## src/rtl/spi_req_arbiter.sv

```systemverilog
// Round-robin arbiter that time-shares one SPI byte engine among N_REQ clients,
// driving per-client chip-selects with a guaranteed idle gap. Optional watchdog: SPI_ARB_TIMEOUT_EN.
`timescale 1ns/1ps

module spi_req_arbiter #(
  parameter int N_REQ       = 4,
  parameter int DATA_W      = 8,
  parameter int GAP_CYC     = 4,
  parameter int TIMEOUT_CYC = 256
) (
  input  logic                    clk,
  input  logic                    rst_n,
  input  logic [N_REQ-1:0]        req,
  input  logic [N_REQ*DATA_W-1:0] req_data,
  output logic [N_REQ-1:0]        grant,
  output logic [N_REQ-1:0]        req_done,
  output logic [DATA_W-1:0]       rsp_data,
  output logic                    req_err,
  output logic                    eng_start,
  output logic [DATA_W-1:0]       eng_tx,
  input  logic                    eng_done,
  input  logic [DATA_W-1:0]       eng_rx,
  output logic [N_REQ-1:0]        cs_n
);

  localparam int IDX_W = $clog2(N_REQ);
  localparam int GAP_W = (GAP_CYC > 1) ? $clog2(GAP_CYC) : 1;

  typedef enum logic [2:0] {
    S_IDLE, S_ARB, S_LAUNCH, S_WAIT, S_RELEASE, S_GAP
  } state_e;

  state_e              state_q;
  logic [IDX_W-1:0]    last_q;
  logic [N_REQ-1:0]    grant_q;
  logic [N_REQ-1:0]    done_q;
  logic                err_q;
  logic                start_q;
  logic [DATA_W-1:0]   tx_q;
  logic [DATA_W-1:0]   rsp_q;
  logic [N_REQ-1:0]    cs_q;
  logic [GAP_W-1:0]    gap_q;

  logic [IDX_W-1:0]    win_idx;
  logic                win_found;
  logic [N_REQ-1:0]    win_oh;
  logic [IDX_W:0]      rr_sum;
  logic [IDX_W-1:0]    rr_cand;
  logic                to_hit;

  // Search starts one past the previous winner so every client gets a turn.
  // NOTE: every variable written in always_comb gets a default first, otherwise a latch is inferred.
  always_comb begin
    win_idx   = '0;
    win_found = 1'b0;
    rr_sum    = '0;
    rr_cand   = '0;
    for (int k = 1; k <= N_REQ; k++) begin
      rr_sum = {1'b0, last_q} + (IDX_W+1)'(k);
      if (rr_sum >= (IDX_W+1)'(N_REQ)) rr_sum = rr_sum - (IDX_W+1)'(N_REQ);
      rr_cand = rr_sum[IDX_W-1:0];
      if (!win_found && req[rr_cand]) begin
        win_found = 1'b1;
        win_idx   = rr_cand;
      end
    end
    win_oh = N_REQ'(1) << win_idx;
  end

`ifdef SPI_ARB_TIMEOUT_EN
  localparam int TO_W = $clog2(TIMEOUT_CYC + 1);
  logic [TO_W-1:0] to_q;

  // Held at zero outside WAIT, so it is clear on every entry into WAIT.
  always_ff @(posedge clk or negedge rst_n) begin
    if (!rst_n)                to_q <= '0;
    else if (state_q != S_WAIT) to_q <= '0;
    else if (!to_hit)          to_q <= to_q + TO_W'(1);
  end

  assign to_hit = (to_q == TO_W'(TIMEOUT_CYC - 1));
`else
  assign to_hit = 1'b0;
`endif

  // NOTE: sequential state uses non-blocking assignments so all registers update together at the edge.
  always_ff @(posedge clk or negedge rst_n) begin
    if (!rst_n) begin
      state_q <= S_IDLE;
      last_q  <= IDX_W'(N_REQ - 1);
      grant_q <= '0;
      done_q  <= '0;
      err_q   <= 1'b0;
      start_q <= 1'b0;
      tx_q    <= '0;
      rsp_q   <= '0;
      cs_q    <= '1;
      gap_q   <= '0;
    end else begin
      start_q <= 1'b0;
      done_q  <= '0;
      err_q   <= 1'b0;
      case (state_q)
        S_IDLE: if (|req) state_q <= S_ARB;
        S_ARB: begin
          if (win_found) begin
            grant_q <= win_oh;
            tx_q    <= req_data[int'(win_idx)*DATA_W +: DATA_W];
            last_q  <= win_idx;
            cs_q    <= ~win_oh;
            start_q <= 1'b1;
            state_q <= S_LAUNCH;
          end else begin
            state_q <= S_IDLE;
          end
        end
        S_LAUNCH: state_q <= S_WAIT;
        S_WAIT: begin
          // A timeout completes the transfer with rsp_data left untouched.
          if (eng_done || to_hit) begin
            if (eng_done) rsp_q <= eng_rx;
            err_q   <= ~eng_done;
            done_q  <= grant_q;
            grant_q <= '0;
            cs_q    <= '1;
            gap_q   <= GAP_W'(GAP_CYC - 1);
            state_q <= S_RELEASE;
          end
        end
        S_RELEASE, S_GAP: begin
          // RELEASE is the first cycle of the chip-select gap.
          if (gap_q == '0) begin
            state_q <= S_IDLE;
          end else begin
            gap_q   <= gap_q - GAP_W'(1);
            state_q <= S_GAP;
          end
        end
        default: state_q <= S_IDLE;
      endcase
    end
  end

  assign grant     = grant_q;
  assign req_done  = done_q;
  assign rsp_data  = rsp_q;
  assign req_err   = err_q;
  assign eng_start = start_q;
  assign eng_tx    = tx_q;
  assign cs_n      = cs_q;

endmodule

```

## config.mk

```make
export PLATFORM = sky130hd
export DESIGN_NAME = spi_req_arbiter
export DESIGN_NICKNAME = d
export VERILOG_FILES = /design/src/rtl/spi_req_arbiter.sv
export SDC_FILE = /design/constraint.sdc
export NUM_CORES = 1
export LEC_CHECK = 0
export ABC_AREA = 1
export CAP_MARGIN = 20
export CORE_UTILIZATION = 48
export CTS_CLUSTER_DIAMETER = 80
export DETAILED_ROUTE_END_ITERATION = 12
export PLACE_DENSITY = 0.84
export SLEW_MARGIN = 40
export SYNTH_ARGS = -nofsm -noshare
export SYNTH_HDL_FRONTEND = slang
export SYNTH_SLANG_ARGS = --single-unit
```

## constraint.sdc

```tcl
create_clock -name clk -period 3.2 [get_ports clk]
set_input_delay 0.32 -clock clk [delete_from_list [all_inputs] [get_ports clk]]
set_output_delay 0.32 -clock clk [all_outputs]
set_load 0.005 [all_outputs]
```

# Word-level counts from Yosys, hierarchy flattened
# Cells that the tools add are included.
[word_totals]
word_cells = 97
mem_bits_rw = 0
ff_bits = 37
latch_bits = 0
rom_bits = 0
out_inout_bits = 30
inputBits = 47
n_memories = 0
[op_classes]
reduce_logical = 17
eq_ne = 9
bitwise = 2
n_addsub = 9
muxes = 40
n_mul = 0
order_cmp = 8
div_mod_pow = 0
n_shift = 2
[ops]
columns = ["op", "n"]
rows = [
  ["32-bit by 6-bit variable part select with 8-bit output", 1],
  ["4-bit two-way mux", 6],
  ["2-bit two-way mux", 11],
  ["4-bit one-hot mux with 2 select lines", 2],
  ["3-bit one-hot mux with 5 select lines", 1],
  ["3-bit >= comparator, second input constant", 4],
  ["2-bit by 3-bit less-than comparator with 1-bit output, second input constant", 4],
  ["1-bit two-way mux", 12],
  ["2-bit by 1-bit subtractor with 2-bit output, second input constant", 5],
  ["3-bit two-way mux", 3],
  ["1-bit binary-select mux with 2-bit select", 4],
  ["2-bit != test, second input constant", 4],
  ["2-bit by 2-bit adder with 3-bit output, second input constant", 2],
  ["3-bit by 2-bit == test with 1-bit output, second input constant", 2],
  ["3-bit == test, second input constant", 2],
  ["2-bit AND reduction", 3],
  ["3-bit AND reduction", 2],
  ["4-bit NOT", 1],
  ["2-bit one-hot mux with 2 select lines", 1],
  ["2-bit nonzero test", 2],
  ["4-bit OR reduction", 1],
  ["1-bit by 2-bit << shifter with 4-bit output, first input constant", 1],
  ["2-bit by 1-bit adder with 3-bit output, second input constant", 1],
  ["2-bit by 3-bit adder with 3-bit output, second input constant", 1],
  ["7 further kinds", 11],
]

# Logic depth before layout (Yosys ltp)
# Gate-level depths: netlist (run 1).
[logic_depth]
word_depth = 19
mapped_depth = 17
ltp_nobuf = 15

# Worst setup path before layout (run 1)
# No wires, ideal clock.
[synth_path]
path_type = "register to register"
from = "register last_q[0]"
to = "register tx_q[3] (netlist: eng_tx[3])"
path_stages_with_launch = 18
arrival_time_ns = 1.651
n_path_buf = 2
synth_period_minus_slack_ns = 1.767
required_ns = 3.083
setup_time_ns = 0.117
slack_ns = 1.433
cell_sequence = "dfstp_2 -> buf_6 -> inv_6 -> nand2_1 -> nand2_2 -> nand2_1 -> nand2_2 -> inv_4 -> nand2_2 -> nand2_4 -> nand2_4 -> buf_12 -> nand2_2 -> nand2_1 -> nand2_1 -> nand2_1 -> nand2_1 -> nand2_1"
[synth_between]
elab_chain_len = 16
word_cells_on_any_way = 40
classes_between = "add/sub (8); order compare (4); shift (1); mux (20); reduce/logical (7)"
[synth_rtl]
columns = ["item", "line_no", "source"]
rows = [
  ["from (decl)", "34", "logic [IDX_W-1:0] last_q;"],
  ["from (signal assigned)", "90", "last_q <= IDX_W'(N_REQ - 1);"],
  ["from (signal assigned)", "109", "last_q <= win_idx;"],
  ["2-bit by 1-bit adder with 3-bit output", "59", "rr_sum = {1'b0, last_q} + (IDX_W+1)'(k);"],
  ["3-bit >= comparator or 2-bit by 1-bit subtractor with 2-bit output (tied branches)", "60", "if (rr_sum >= (IDX_W+1)'(N_REQ)) rr_sum = rr_sum - (IDX_W+1)'(N_REQ);"],
  ["2-bit two-way mux", "60", ""],
  ["1-bit binary-select mux with 2-bit select", "62", "if (!win_found && req[rr_cand]) begin"],
  ["1-bit two-way mux (not written as such)", "62", ""],
  ["1-bit two-way mux", "62", ""],
  ["1-bit logical NOT", "62", ""],
  ["1-bit logical AND", "62", ""],
  ["1-bit two-way mux", "62", ""],
  ["1-bit logical NOT", "62", ""],
  ["1-bit logical AND", "62", ""],
  ["1-bit two-way mux", "62", ""],
  ["1-bit logical NOT", "62", ""],
  ["1-bit logical AND", "62", ""],
  ["2-bit two-way mux or 1-bit two-way mux (tied branches)", "62", ""],
  ["32-bit by 6-bit variable part select with 8-bit output or 2-bit AND reduction (tied branches)", "n/a", ""],
  ["to (signal assigned)", "108", "tx_q <= req_data[int'(win_idx)*DATA_W +: DATA_W];"],
  ["to (decl)", "39", "logic [DATA_W-1:0] tx_q;"],
]
# Several ways; a longest one is shown, not always the timed one. The select of a mux whose other input is x is not followed.
# A chain may end at the register's enable or synchronous reset.

# Worst setup path in the final report (run 1)
[layout_path]
from = "register last_q[0]"
to = "register tx_q[6] (netlist: eng_tx[6])"
# The elaborated chain is that of the path after synthesis.

==> results of run 1 <==
[Yosys cell counts, types with 2 or more instances]
| cell | instances |
|---|---|
| dfstp_2 | 6 |
| a21oi_1 | 3 |
| inv_1 | 18 |
| inv_2 | 3 |
| o21ai_0 | 5 |
| nand3_1 | 19 |
| buf_4 | 3 |
| nand2_4 | 4 |
| nand2_2 | 18 |
| nor2_1 | 15 |
| nand2_1 | 127 |
| clkbuf_1 | 2 |
| dfrtp_1 | 30 |
| o22ai_1 | 3 |
| buf_2 | 2 |
| o211ai_1 | 2 |
| nand4_1 | 3 |
[flip-flops by register name, summed over array words and instances (netlist names)]
signal	cells
eng_tx	8
rsp_data	8
cs_n	4
grant	4
req_done	4
state_q	3
gap_q	2
last_q	2
eng_start	1
[metal layers]
| metal | wire, um | global-route usage | up-vias |
|---|---|---|---|
| met2 | 2100 | 0.358 | 69 |
| met5 | 0 | 0 | - |
| li1 | - | - | 1006 |
| met3 | 416 | 0.0507 | 5 |
| met4 | 53 | 0.0824 | 0 |
| met1 | 2160 | 0.288 | 848 |
[power groups by stage]
| stage | combinational, mW | clock, mW | sequential [mW] |
|---|---|---|---|
| floorplan | 1.29 | 0 | 0.781 |
| global placement | 1.72 | 0 | 0.799 |
| detailed placement | 1.76 | 0 | 0.801 |
| CTS | 1.77 | 0.344 | 0.794 |
| global route | 2.00 | 0.361 | 0.816 |
| finish | 1.76 | 0.337 | 0.791 |
[through the flow]
step,setup WS [ns],std cells,util
after detailed placement,1.04,395,0.693
final,1.17,403,0.716
after floorplan,1.43,277,-
after global routing,0.956,403,0.716
after CTS,1.16,403,0.716
after global placement,1.11,395,0.693
[critical path, stage by stage (launching register included)]
cell     delay, ns
dfstp_2       0.67
inv_6         0.07
nand2_2       0.06
nand2_2       0.07
nand2_1       0.10
nand2_2       0.07
nand2_4       0.07
nand2_2       0.06
nand2_4       0.16
nand2_4       0.20
nand2_1       0.10
nand2_1       0.05
nand2_1       0.06
nand2_1       0.06
nand2_1       0.05
nand2_1       0.06
[kinds of logic after synthesis]
| family | after synthesis | synth area share |
|---|---|---|
| buffers and inverters | 32 | 0.0810 |
| and+or+nand+nor | 190 | 0.415 |
| other | 1 | 0.00184 |
| AOI/OAI and AO/OA | 17 | 0.0503 |
| DFF | 36 | 0.446 |
| adders and majority gates | 1 | 0.00614 |
[worst paths after layout]
check                             from          end  slack, ns  depth (start not counted)
min in group clk           rsp_data[7]  rsp_data[7]       0.47                          2
max                          last_q[0]    eng_tx[6]       1.17                         15
min                              rst_n  rsp_data[3]      -0.02                          1
max reg2reg                  last_q[0]    eng_tx[6]       1.17                         15
max in group asynchronous        rst_n      cs_n[1]       2.87                          1
min reg2reg                rsp_data[7]  rsp_data[7]       0.47                          2
[cell type report]
| type | count | area [um^2] |
|---|---|---|
| clock buffer | 7 | 86.3 |
| clock inverter | 1 | 7.51 |
| fill | 347 | 1140 |
| inverter | 23 | 93.8 |
| multi-input combinational | 209 | 965 |
| sequential | 36 | 908 |
| tap | 50 | 62.6 |
| timing repair buffer | 77 | 763 |
==> flow_metrics.tcl, run 1 <==
set metrics [dict create \
    synth_flop_cell "dfrtp_1" \
    switching_share 0.453 \
    drv_cap 0 \
    cts_buffer_depth 2 \
    gp_congestion 0.807 \
    rsz0062_at_grt "no" \
    htreeDepth 2 \
    grt_pass1_vias 1714 \
    hold_class "in -> async" \
    synth_nets 325 \
    core_area_um2 4030 \
    layout.cells.most_common "nand2_1" \
    syn_area_um2 2040 \
    combPwrFrac 0.610 \
    diodes 0 \
    port_buffers 75 \
    tightest_slew_ns 0.501 \
    syn_inst 277 \
    io_pins 77 \
    grt_max_degree 37 \
    ctsRootBufferMaster "clkbuf_8" \
    tns_ns 0 \
    switchingPower_mw 1.31 \
    synthTopCellsByArea "dfrtp_1, nand2_1, dfstp_2, nand2_2, nand3_1" \
    yosysSeqAreaShare 0.446 \
    cts_resized 0 \
    fp-row-count 23 \
    fin_area_um2 2890 \
    dpl.hpwl_um 3390 \
    num_vias 1928 \
    period_minus_slack_ns 2.03 \
    arrival_ns 2.22 \
    synth_edf_count 0 \
    power.density_nw_per_um2 1000 \
    drt-initial-drc-count 153 \
    async_reset_ff_frac 1.00 \
    drv_slew 0 \
    power_frac_seq 0.274 \
    syn_avg_cell_area_um2 7.36 \
    grt_pass1_wl_um 7420 \
    finalSetupViolCount 0 \
    finClkSkew_ns 0.00383 \
    irDropWorstVdd_v 0.000551 \
    p_clk_frac 0.116 \
    final_antenna_net_count 0 \
    violations "hold timing" \
    synth-seq-cells 36 \
    cts_num_sinks 36 \
    drt-total-wl_um 4720 \
    antenna_found_initial 0 \
    hold_viol_final 30 \
    power_leakage_nw 1.46 \
    hold_buffers 0 \
    hold-worst-slack_ns -0.0245 \
    first_pass_iters 4 \
    status "complete, but fails checks" \
    numCtsBuffers 5 \
    drcViolationCount 0 \
    critPathRequiredTime_ns 3.38 \
    maxSlewHeadroom 0.666 \
    dieArea_um2 4510 \
    cts_tree "built" \
    track_usage 0.221 \
    cp_max_fo 19 \
    yosys.area.top_type "dfrtp_1" \
    internal-power_mw 1.58 \
    synth.distinct_cells 31 \
    start_util 0.506 \
    placed_cell_area_um2 2790 \
    clk_latency_ns 0.29 \
    power.total_mw 2.89 \
    die_x_um 67.2 \
    drive_gt1_frac 0.133 \
    finalCritPeriodShare 0.635 \
    grt-ovfl-total 0 \
    clk_transition_reported_paths_ns 0.07 \
    areaGrowthSynthToFinish_pct 41.6 \
    endpoint_kind "flip-flop" \
    die_h_um 67.2 \
    viasPerCell 4.78 \
    startpoint_type "flip-flop" \
    post_cts_buffers 0 \
    crit_type "reg -> reg" \
    fmax_mhz 492 \
    ys_warn_count 0 \
    synth_top_area_share 0.368 \
    routedWlPerCell_um 11.7 \
    nets 400 \
    layout_common_cells "nand2_1, clkdlybuf4s50_1, dfrtp_1" \
]
(Power assumes the default switching activity.)
==> run 2: changes to the inputs <==
--- a/config.mk
+++ b/config.mk
@@ -7,10 +7,10 @@
 export LEC_CHECK = 0
 export ABC_AREA = 1
 export CAP_MARGIN = 20
-export CORE_UTILIZATION = 48
+export CORE_UTILIZATION = 44
 export CTS_CLUSTER_DIAMETER = 80
 export DETAILED_ROUTE_END_ITERATION = 12
-export PLACE_DENSITY = 0.84
+export PLACE_DENSITY = 0.78
 export SLEW_MARGIN = 40
 export SYNTH_ARGS = -nofsm -noshare
 export SYNTH_HDL_FRONTEND = slang
==> constraint.sdc (replaced) <==
create_clock -name clk -period 2.1 [get_ports clk]
set_input_delay 0.21 -clock clk [delete_from_list [all_inputs] [get_ports clk]]
set_output_delay 0.21 -clock clk [all_outputs]
set_load 0.005 [all_outputs]
==> run 2 against run 1 <==
Compared with the run above: worst setup slack got worse by 0.99 ns; count of clock-buffer cells in the layout down 1; wire length increased by 4.7%; sequential power rose by 53%; via count increased by 2.9%; largest power group unchanged; highest routed layer unchanged; critical endpoint is now eng_tx[2]; design area increased by 2.8%; worst hold slack better by 0.43 ns; sequential share of layout area is 0.85 points lower; critical path depth fell by 1; the flow now finishes without violations.
==> flow_metrics.tcl, run 2 (synthesized netlist as in run 1, its figures left out) <==
set metrics [dict create \
    status "completed" \
    nets 406 \
    gp_congestion 0.907 \
    port_buffers 75 \
    track_usage 0.214 \
    clk_latency_ns 0.29 \
    power.density_nw_per_um2 1570 \
    drcViolationCount 0 \
    die_h_um 70.1 \
    fp-row-count 24 \
    antenna_found_initial 0 \
    drt-initial-drc-count 52 \
    numCtsBuffers 5 \
    drv_slew 0 \
    cts_buffer_depth 2 \
    hold_class "in -> async" \
    fin_cells 411 \
    grt_pass1_wl_um 8300 \
    endpoint_kind "flip-flop" \
    core_area_um2 4410 \
    cts_num_sinks 36 \
    finalCritPeriodShare 0.915 \
    clk_transition_reported_paths_ns 0.07 \
    dpl.hpwl_um 3660 \
    layout_common_cells "nand2_1, clkdlybuf4s50_1, dfrtp_1" \
    rsz0062_at_grt "no" \
    io_pins 77 \
    diodes 0 \
    htreeDepth 2 \
    die_x_um 70.1 \
    irDropWorstVdd_v 0.000702 \
    drv_cap 0 \
    viasPerCell 4.82 \
    fmax_mhz 521 \
    crit_type "reg -> reg" \
    drive_gt1_frac 0.148 \
    grt_pass1_vias 1942 \
    fill_cells 394 \
    cts_tree "built" \
    dieArea_um2 4910 \
    ctsRootBufferMaster "clkbuf_8" \
    arrival_ns 2.15 \
    startpoint_type "flip-flop" \
    drt-total-wl_um 4950 \
    period_minus_slack_ns 1.92 \
    layout.cells.most_common "nand2_1" \
    num_vias 1983 \
    finalSetupViolCount 0 \
    hold_viol_final 0 \
    grt_max_degree 37 \
    critPathRequiredTime_ns 2.33 \
    final_antenna_net_count 0 \
    cp_max_fo 16 \
    tns_ns 0 \
    areaGrowthSynthToFinish_pct 45.5 \
    start_util 0.462 \
    dp.cells 400 \
    finClkSkew_ns 0.00426 \
    first_pass_iters 4 \
    grt-ovfl-total 0 \
    power_leakage_nw 1.50 \
    power.total_mw 4.66 \
    routedWlPerCell_um 12.0 \
]
-- run 2: layout make-up --
| class | count | area [um^2] | area share |
|---|---|---|---|
| Inverter | 23 | 93.8 | 0.0316 |
| Clock inverter | 2 | 35.0 | 0.0118 |
| Timing Repair Buffer | 83 | 815 | 0.275 |
| Sequential cell | 36 | 908 | 0.306 |
| Tap cell | 52 | 65.1 | 0.0219 |
| Multi-Input combinational cell | 209 | 977 | 0.329 |
| Clock buffer | 6 | 72.6 | 0.0245 |
-- run 2: critical path, stage by stage (launching register included) --
cell and delay, ns:
dfstp_2 0.61, buf_4 0.17, nand2_1 0.06, nand2_1 0.08, nand2_1 0.09, nand2_2 0.08
nand2_4 0.06, nand3_4 0.09, buf_4 0.22, nand3_1 0.10, nand2_1 0.08, nand2_1 0.05
nand2_1 0.07, nand2_1 0.05, nand2_1 0.07
-- run 2: power breakdown --
group	leakage (nW)	switching (mW)	internal [mW]	total, mW
registers	0.445	0.191	1.02	1.21
clock network	0.0552	0.238	0.352	0.590
logic	1.00	1.63	1.23	2.86
-- run 2: worst paths after layout --
path                                 from  depth (start not counted)           to  slack (ns)
worst max register to register  last_q[0]                         14    eng_tx[2]        0.18
worst min register to register  eng_tx[4]                          2    eng_tx[4]        0.48
max in group asynchronous           rst_n                          2      cs_n[2]        1.35
worst max-delay path            last_q[0]                         14    eng_tx[2]        0.18
worst min-delay path                rst_n                          2     gap_q[1]        0.41
min in group clk                eng_rx[1]                          3  rsp_data[1]        0.45
-- run 2: per-stage QoR --
stage | util | hold slack (ns) | setup WS (ns) | area (um^2)
2_1_floorplan | - | -0.0856 | 0.333 | 2040
6_report | 0.672 | 0.408 | 0.179 | 2970
3_5_place_dp | 0.638 | 0.337 | 0.124 | 2820
4_1_cts | 0.662 | 0.0221 | 0.118 | 2920
3_3_place_gp | 0.638 | 0.338 | 0.156 | 2820
5_1_grt | 0.672 | 0.432 | 0.0139 | 2970
-- run 2: what timing repair did --
item | CTS | global route
gates resized for setup | 0 | 5
endpoints found under the hold margin | 0 | 30
hold buffers | 0 | 1
buffers inserted | 0 | 2
endpoints found under the setup margin | 0 | 8
-- run 2: per-layer routing --
layer | GRT usage | vias up | wire length (um)
li1 | - | 1016 | -
met1 | 0.241 | 890 | 2160
met2 | 0.380 | 71 | 2340
met3 | 0.0779 | 6 | 401
met4 | 0.0556 | 0 | 48
met5 | 0 | - | 0
==> run 3: changes to the inputs <==
--- a/config.mk
+++ b/config.mk
@@ -6,7 +6,6 @@
 export NUM_CORES = 1
 export LEC_CHECK = 0
 export ABC_AREA = 1
-export CAP_MARGIN = 20
 export CORE_UTILIZATION = 44
 export CTS_CLUSTER_DIAMETER = 80
 export DETAILED_ROUTE_END_ITERATION = 12
==> results of run 3 <==
Same layout as run 2: the final DEF is identical, and so are final timing and power.
